File: config.mk
export PLATFORM = sky130hd
export DESIGN_NAME = vga_font_arbiter
export DESIGN_NICKNAME = d
export VERILOG_FILES = /design/src/rtl/vga_font_arbiter.sv
export SDC_FILE = /design/constraint.sdc
export NUM_CORES = 1
export LEC_CHECK = 0
export ABC_AREA = 1
export BUFFER_PORTS_ARGS = -buffer_cell sky130_fd_sc_hd__buf_2
export CAP_MARGIN = 20
export CORE_MARGIN = 5
export CORE_UTILIZATION = 60
export CTS_BUF_LIST = sky130_fd_sc_hd__clkbuf_4 sky130_fd_sc_hd__clkbuf_8
export CTS_CLUSTER_DIAMETER = 120
export DETAILED_ROUTE_END_ITERATION = 8
export PLACE_DENSITY = 0.91
export SETUP_SLACK_MARGIN = 0.2
export SYNTH_ARGS = -nofsm -noshare
export SYNTH_HDL_FRONTEND = slang
export SYNTH_SLANG_ARGS = --single-unit
export TNS_END_PERCENT = 5
File: constraint.sdc
create_clock -name i_clk -period 3.6 [get_ports i_clk]
set_clock_uncertainty 0.05 [all_clocks]
set_input_delay 0.72 -clock i_clk [delete_from_list [all_inputs] [get_ports i_clk]]
set_output_delay 0.72 -clock i_clk [all_outputs]
set_load 0.02 [all_outputs]
File: src/rtl/vga_font_arbiter.sv
// Font ROM arbiter: display fetches own the ROM whenever they ask, host reads fill idle cycles.
// A tag pipeline matched to ROM latency routes returning data to the display or host output.
module vga_font_arbiter #(
  parameter int ROM_LAT    = 1,
  parameter int STARVE_MAX = 1024
) (
  input  logic        i_clk,
  input  logic        i_rst,
  input  logic        i_vid_req,
  input  logic [11:0] i_vid_addr,
  output logic        o_vid_valid,
  output logic [7:0]  o_vid_data,
  input  logic        i_host_req,
  input  logic [11:0] i_host_addr,
  output logic        o_host_ack,
  output logic [7:0]  o_host_data,
  output logic        o_host_starved,
  input  logic        i_starve_clr,
  output logic [11:0] o_rom_addr,
  input  logic [7:0]  i_rom_data
);

  typedef enum logic [1:0] {IDLE, PEND, WAIT, ACK} host_state_t;

  localparam logic [15:0] STARVE_LIM = 16'(STARVE_MAX);

  host_state_t         state;
  logic [11:0]         host_addr_q;
  logic [11:0]         last_addr_q;
  logic [15:0]         starve_cnt;
  logic [ROM_LAT-1:0]  tag_valid;
  logic [ROM_LAT-1:0]  tag_host;
  logic                host_issue;
  logic                out_valid;
  logic                out_host;

  assign host_issue = !i_vid_req && ((state == IDLE && i_host_req) || state == PEND);
  assign out_valid  = tag_valid[ROM_LAT-1];
  assign out_host   = tag_host[ROM_LAT-1];

  // The address mux is combinational so a display request reaches the ROM in its own cycle.
  always_comb begin
    o_rom_addr = last_addr_q;
    if (i_vid_req) begin
      o_rom_addr = i_vid_addr;
    end else if (host_issue) begin
      o_rom_addr = (state == IDLE) ? i_host_addr : host_addr_q;
    end
  end

  always_ff @(posedge i_clk or posedge i_rst) begin
    if (i_rst) begin
      tag_valid   <= '0;
      tag_host    <= '0;
      last_addr_q <= 12'h000;
      o_vid_valid <= 1'b0;
      o_vid_data  <= 8'h00;
    end else begin
      tag_valid[0] <= i_vid_req | host_issue;
      tag_host[0]  <= !i_vid_req && host_issue;
      for (int i = 1; i < ROM_LAT; i++) begin
        tag_valid[i] <= tag_valid[i-1];
        tag_host[i]  <= tag_host[i-1];
      end
      last_addr_q <= o_rom_addr;
      o_vid_valid <= out_valid && !out_host;
      if (out_valid && !out_host) begin
        o_vid_data <= i_rom_data;
      end
    end
  end

  // Host handshake; only one host read is ever in flight, so a single HOST tag means ours.
  always_ff @(posedge i_clk or posedge i_rst) begin
    if (i_rst) begin
      state          <= IDLE;
      host_addr_q    <= 12'h000;
      starve_cnt     <= 16'h0000;
      o_host_ack     <= 1'b0;
      o_host_data    <= 8'h00;
      o_host_starved <= 1'b0;
    end else begin
      o_host_ack <= 1'b0;
      case (state)
        IDLE: begin
          if (i_host_req) begin
            host_addr_q <= i_host_addr;
            state       <= i_vid_req ? PEND : WAIT;
          end
        end
        PEND: begin
          if (!i_vid_req) begin
            state      <= WAIT;
            starve_cnt <= 16'h0000;
          end else if (starve_cnt != 16'hFFFF) begin
            starve_cnt <= starve_cnt + 16'h0001;
          end
        end
        WAIT: begin
          if (out_valid && out_host) begin
            state       <= ACK;
            o_host_ack  <= 1'b1;
            o_host_data <= i_rom_data;
          end
        end
        ACK: begin
          state <= IDLE;
        end
        default: begin
          state <= IDLE;
        end
      endcase
      // Keep re-asserting while still starved so a clear cannot hide an ongoing stall.
      if (state == PEND && starve_cnt >= STARVE_LIM) begin
        o_host_starved <= 1'b1;
      end else if (i_starve_clr) begin
        o_host_starved <= 1'b0;
      end
    end
  end

endmodule

## Word-level counts from Yosys, hierarchy flattened

Index checks and enable logic that the tools add are counted.
Widths: inputs -> output; s select.

- RAM bits: 0
- Output and inout port bits: 31
- Register bits after elaboration: 63
- Memories kept: 0
- Word-level logic and storage cells: 51
- Memory bits (read-only): 0
- Bits in latches: 0

- Div/mod/pow operators: 0
- Equal/unequal tests: 8
- Shifts and indexed selects: 0
- $add $sub $neg: 1
- Bitwise operators: 1
- Reductions and logical operators: 15
- Multiply operators: 0
- Order comparisons: 1
- Mux-type cells: 14

Operator list:

| cell | count |
|---|---|
| $mux 12 | 3 |
| $mux 16 | 2 |
| $add 16x1->16 const B | 1 |
| $ge 16x11->1 const B | 1 |
| $ne 16x16->1 const B | 1 |
| $mux 2 | 4 |
| $pmux 2 s4 | 1 |
| $logic_and 1x1->1 | 6 |
| $ne 2x2->1 const B | 3 |
| $reduce_and 2->1 | 3 |
| $eq 2x2->1 const B | 2 |
| $mux 1 | 4 |
| $reduce_and 3->1 | 1 |
| $eq 2x1->1 const B | 1 |
| $logic_not 1->1 | 2 |
| $logic_not 2->1 | 1 |
| $ne 2x1->1 const B | 1 |
| $reduce_bool 2->1 | 1 |
| $logic_or 1x1->1 | 1 |
| $or 1x1->1 | 1 |

## Logic depth before layout (Yosys ltp)

- Word-level depth: 6
- Mapped depth: 10
- Gate-level depth less buffers: 9

## Worst setup path after synthesis

No wires, ideal clock.

- Path type: in2out
- Start: in i_host_req
- End: out o_rom_addr[0]
- Path buffers: 1
- Data arrival time: 1.545 ns
- Data required time: 2.830 ns
- Path slack: 1.285 ns
- Stages: 8
- Path through: nand2_1 > inv_2 > nor2_2 > nand2_1 > inv_1 > buf_2 > nand2_1 > nand3_1

- Word-level cells in the longest chain between the ends: 5

Ends and longest elaborated chain:

| what | line | source |
|---|---|---|
| start, declared | 13 | `input logic i_host_req,` |
| $logic_and 1x1->1 | 37 | `assign host_issue = !i_vid_req && ((state == IDLE && i_host_req) \|\| state == PEND);` |
| $logic_or 1x1->1 | 37 |  |
| $logic_and 1x1->1 | 37 |  |
| $mux 12 | 46 | `end else if (host_issue) begin` |
| $mux 12 | 44 | `if (i_vid_req) begin` |
| end, declared | 19 | `output logic [11:0] o_rom_addr,` |

No other way between the ends.

## Final worst setup path

- Start: reg state[0]
- End: out o_rom_addr[9]

- Word-level cells in the longest chain between the ends: 6

Ends and longest elaborated chain:

| what | line | source |
|---|---|---|
| start, declared | 27 | `host_state_t state;` |
| start signal, assigned | 88 | `state <= i_vid_req ? PEND : WAIT;` |
| $logic_not 2->1 | 37, 47 |  |
| $logic_and 1x1->1 | 37 |  |
| $logic_or 1x1->1 | 37 |  |
| $logic_and 1x1->1 | 37 |  |
| $mux 12 * | 46 |  |
| $mux 12 * | 44 |  |

Mark *: on every way between the ends. The rest lies on a longest branch, timed or not.

==> summary.md <==
| Metric | Value |
|---|---|
| Final Core Density | 72.61% |
| Setup bufs post-CTS | 0 |
| Mapped Area | 3099 sq um |
| Clock H-tree levels | 3 |
| Power density over the cells | 397.6 nW/um^2 |
| Initial antenna violation count | 0 |
| Synth cell types | 28 |
| Die area | between 6000 and 7000 sq um |
| Top cell type's share of synthesized area | between 50% and 60% |
| Clock root buffer | clkbuf_8 |
| P_leak | 1.874 nW |
| Synthesis-stage register bit count | 63 |
| Initial DRT Pass Iterations | 5 |
| I/O Buffers | 67 |
| Hold slack final | 0.4183 ns |
| CTS tree | done |
| Sw power | 0.3690 mW |
| First-pass GRT wire length | 11.59 mm |
| P_int | between 1 and 1.5 mW |
| Max VDD drop | 0.3055 mV |
| Clk pwr share | 41.1% |
| Largest net degree at the start of global routing | 33 |
| Critical Path Source Type | flop |
| Clock transition at path regs | 0.08 ns |
| Fillers | 382 |
| CP Capture Type | output pin |
| GPL Wtd Cong | 0.9039 |
| CP arrival | 2.41 ns |
| Pwr Total | 1.465 mW |
| Most common cell after layout, fill and taps aside | nand2_1 |
| # nets final | 497 |
| Setup violators final | 0 |
| Diode count | 0 |
| Unrepaired setup endpoints after global routing | true |
| Layout area overhead | 18.89% |
| WL per Instance | roughly 13 um |
| Worst-margin pin slew | 0.6661 ns |
| Status | finished clean |
| Pins over their slew limit | 0 |
| Final worst path period share | 88.41% |
| Max Cap Viol | 0 |
| Max Buffers Root-to-Sink | 2 |
| Sw Share | 25.19% |
| Site Rows | 26 |
| Critical Path RT | 2.83 ns |
| Height of the chip | 81.87 um |
| Core area | slightly above 5000 sq um |
| Fraction of layout cells with a size suffix above 1 | 22.66% |
| Leading area contributor after synthesis | dfrtp_1 |
| # clock sinks | 63 |
| Rel. slew slack | between 50 and 60% |
| Critical Path Fanout Max | 23 |
| Clk_lat worst skew | between 0.3 and 0.4 ns |
| Vias in the first global route | ~2700 |
| Reg power frac | 50.4% |
| Syn nets | approximately 430 |
| Routed vias | 2768 |
| Minimum clock period | 3.183 ns |
| GRT Util Overall | 22.51% |
| Syn Inst Count | 384 |
| Avg Cell Area, Syn | 8.071 sq um |
| DRC errors left | 0 |
| Commonest non-fill, non-tap cells in the layout | 124 x nand2_1, 67 x buf_2, 63 x dfrtp_1 |
| Antenna viol nets, final | 0 |
| Io pins | between 60 and 70 |
| Synth top area cells | dfrtp_1 51%, nand2_1 15%, o21ai_0 6.9%, inv_1 6.2%, nand3_1 3.7% |
| Die Width | 81.87 um |
| WS Path Type | reg2out |
| Vias per Instance | 5.233 |
| Drt total wl | 6.900 mm |
| Syn. warnings | 0 |
| Total CTS buffers | 9 |
| Sequential-to-total area share from yosys stat | 50.87% |
| Achievable Freq | approximately 310 MHz |
| Hold Path Class | in2async |
| Hold Fails Final Rpt | 0 |
| GRT overflow | 0 |
| HPWL Detailed | ~5.1 mm |
| Setup TNS | 0 ns |
| Combinational share of power | 8.5% |
| Initial DRC count | 133 |
| Initial Util | 61.07% |
==> layer usage <==
layer  up-vias  wire length [um]  track usage (%)
li1       1348                 -                -
met1      1328              3064            30.04
met2        81              3357            35.46
met3        11               349            4.496
met4         0               129            10.13
met5         -                 0                0
==> registers in the layout (all words and copies together), names as in the netlist <==
signal          flops
host_addr_q        12
last_addr_q        12
o_host_ack          1
o_host_data         8
o_host_starved      1
o_vid_data          8
o_vid_valid         1
out_host            1
out_valid           1
starve_cnt         16
state               2
==> power by group through the flow <==
stage,combinational (mW),sequential (mW),clock (mW)
final,0.125,0.739,0.602
after global routing,0.138,0.741,0.639
after CTS,0.125,0.739,0.606
after detailed placement,0.125,0.752,0
after global placement,0.122,0.751,0
after floorplan,0.0592,0.762,0
==> critical path, cell delays in order (launching register included) <==
cell     delay (ns)
dfrtp_1        0.38
inv_1          0.09
ha_1           0.20
buf_4          0.17
nand2_1        0.11
inv_2          0.15
nor2_2         0.18
nand2_1        0.09
inv_1          0.29
nand2_1        0.12
nand3_1        0.13
buf_2          0.18
==> layout make-up <==
type | count | area (sq um) | share of cell area [%]
tap | 70 | 87.58 | 2.377
clock buffer | 10 | 131.4 | 3.565
sequential | 63 | 1577 | 42.78
timing repair buffer | 70 | 357.8 | 9.711
multi-input combinational | 257 | 1271 | 34.50
inverter | 53 | 198.9 | 5.399
clock inverter | 6 | 61.31 | 1.664
==> synth_stat cells, drive strengths merged <==
cell type / instances
nand2: 127
dfrtp: 63
inv: 53
o21ai: 50
nor2: 26
nand3: 24
o211ai: 8
clkbuf: 7
ha: 6
buf: 4
nand4: 4
xor2: 4
a21oi: 2
nor3: 2
o21bai: 2
a22oi: 1
xnor2: 1
==> per-stage QoR <==
step	setup slack, ns	cells	area, sq um
2_1_floorplan	1.260	384	3099
3_3_place_gp	0.7653	513	3487
3_5_place_dp	0.6789	513	3487
4_1_cts	0.3153	529	3680
5_1_grt	0.1709	529	3685
6_report	0.4172	529	3685
==> what timing repair did <==
item / in CTS / in global routing
setup endpoints to repair: 0 / 11
hold buffers: 0 / 0
gates resized for setup: 0 / 1
==> logic make-up after synthesis <==
logic type	after synthesis	share of synthesized area, %
simple gates	183	25.96
buf+inv	64	8.276
compound gates	63	11.06
flops	63	50.87
fa+ha+maj	6	2.422
xor+xnor	5	1.413
==> path summary, 6_finish.rpt <==
check | from | endpoint | slack, ns | cells after the start
min reg2reg | out_host | o_vid_valid | 0.43 | 1
max in group asynchronous | i_rst | state[0] | 2.39 | 3
max reg2reg | state[0] | last_addr_q[9] | 1.58 | 10
min | i_rst | last_addr_q[5] | 0.42 | 2
max | state[0] | o_rom_addr[9] | 0.42 | 11
min in group i_clk | out_host | o_vid_valid | 0.43 | 1
Power figures use the tool's default switching activity.
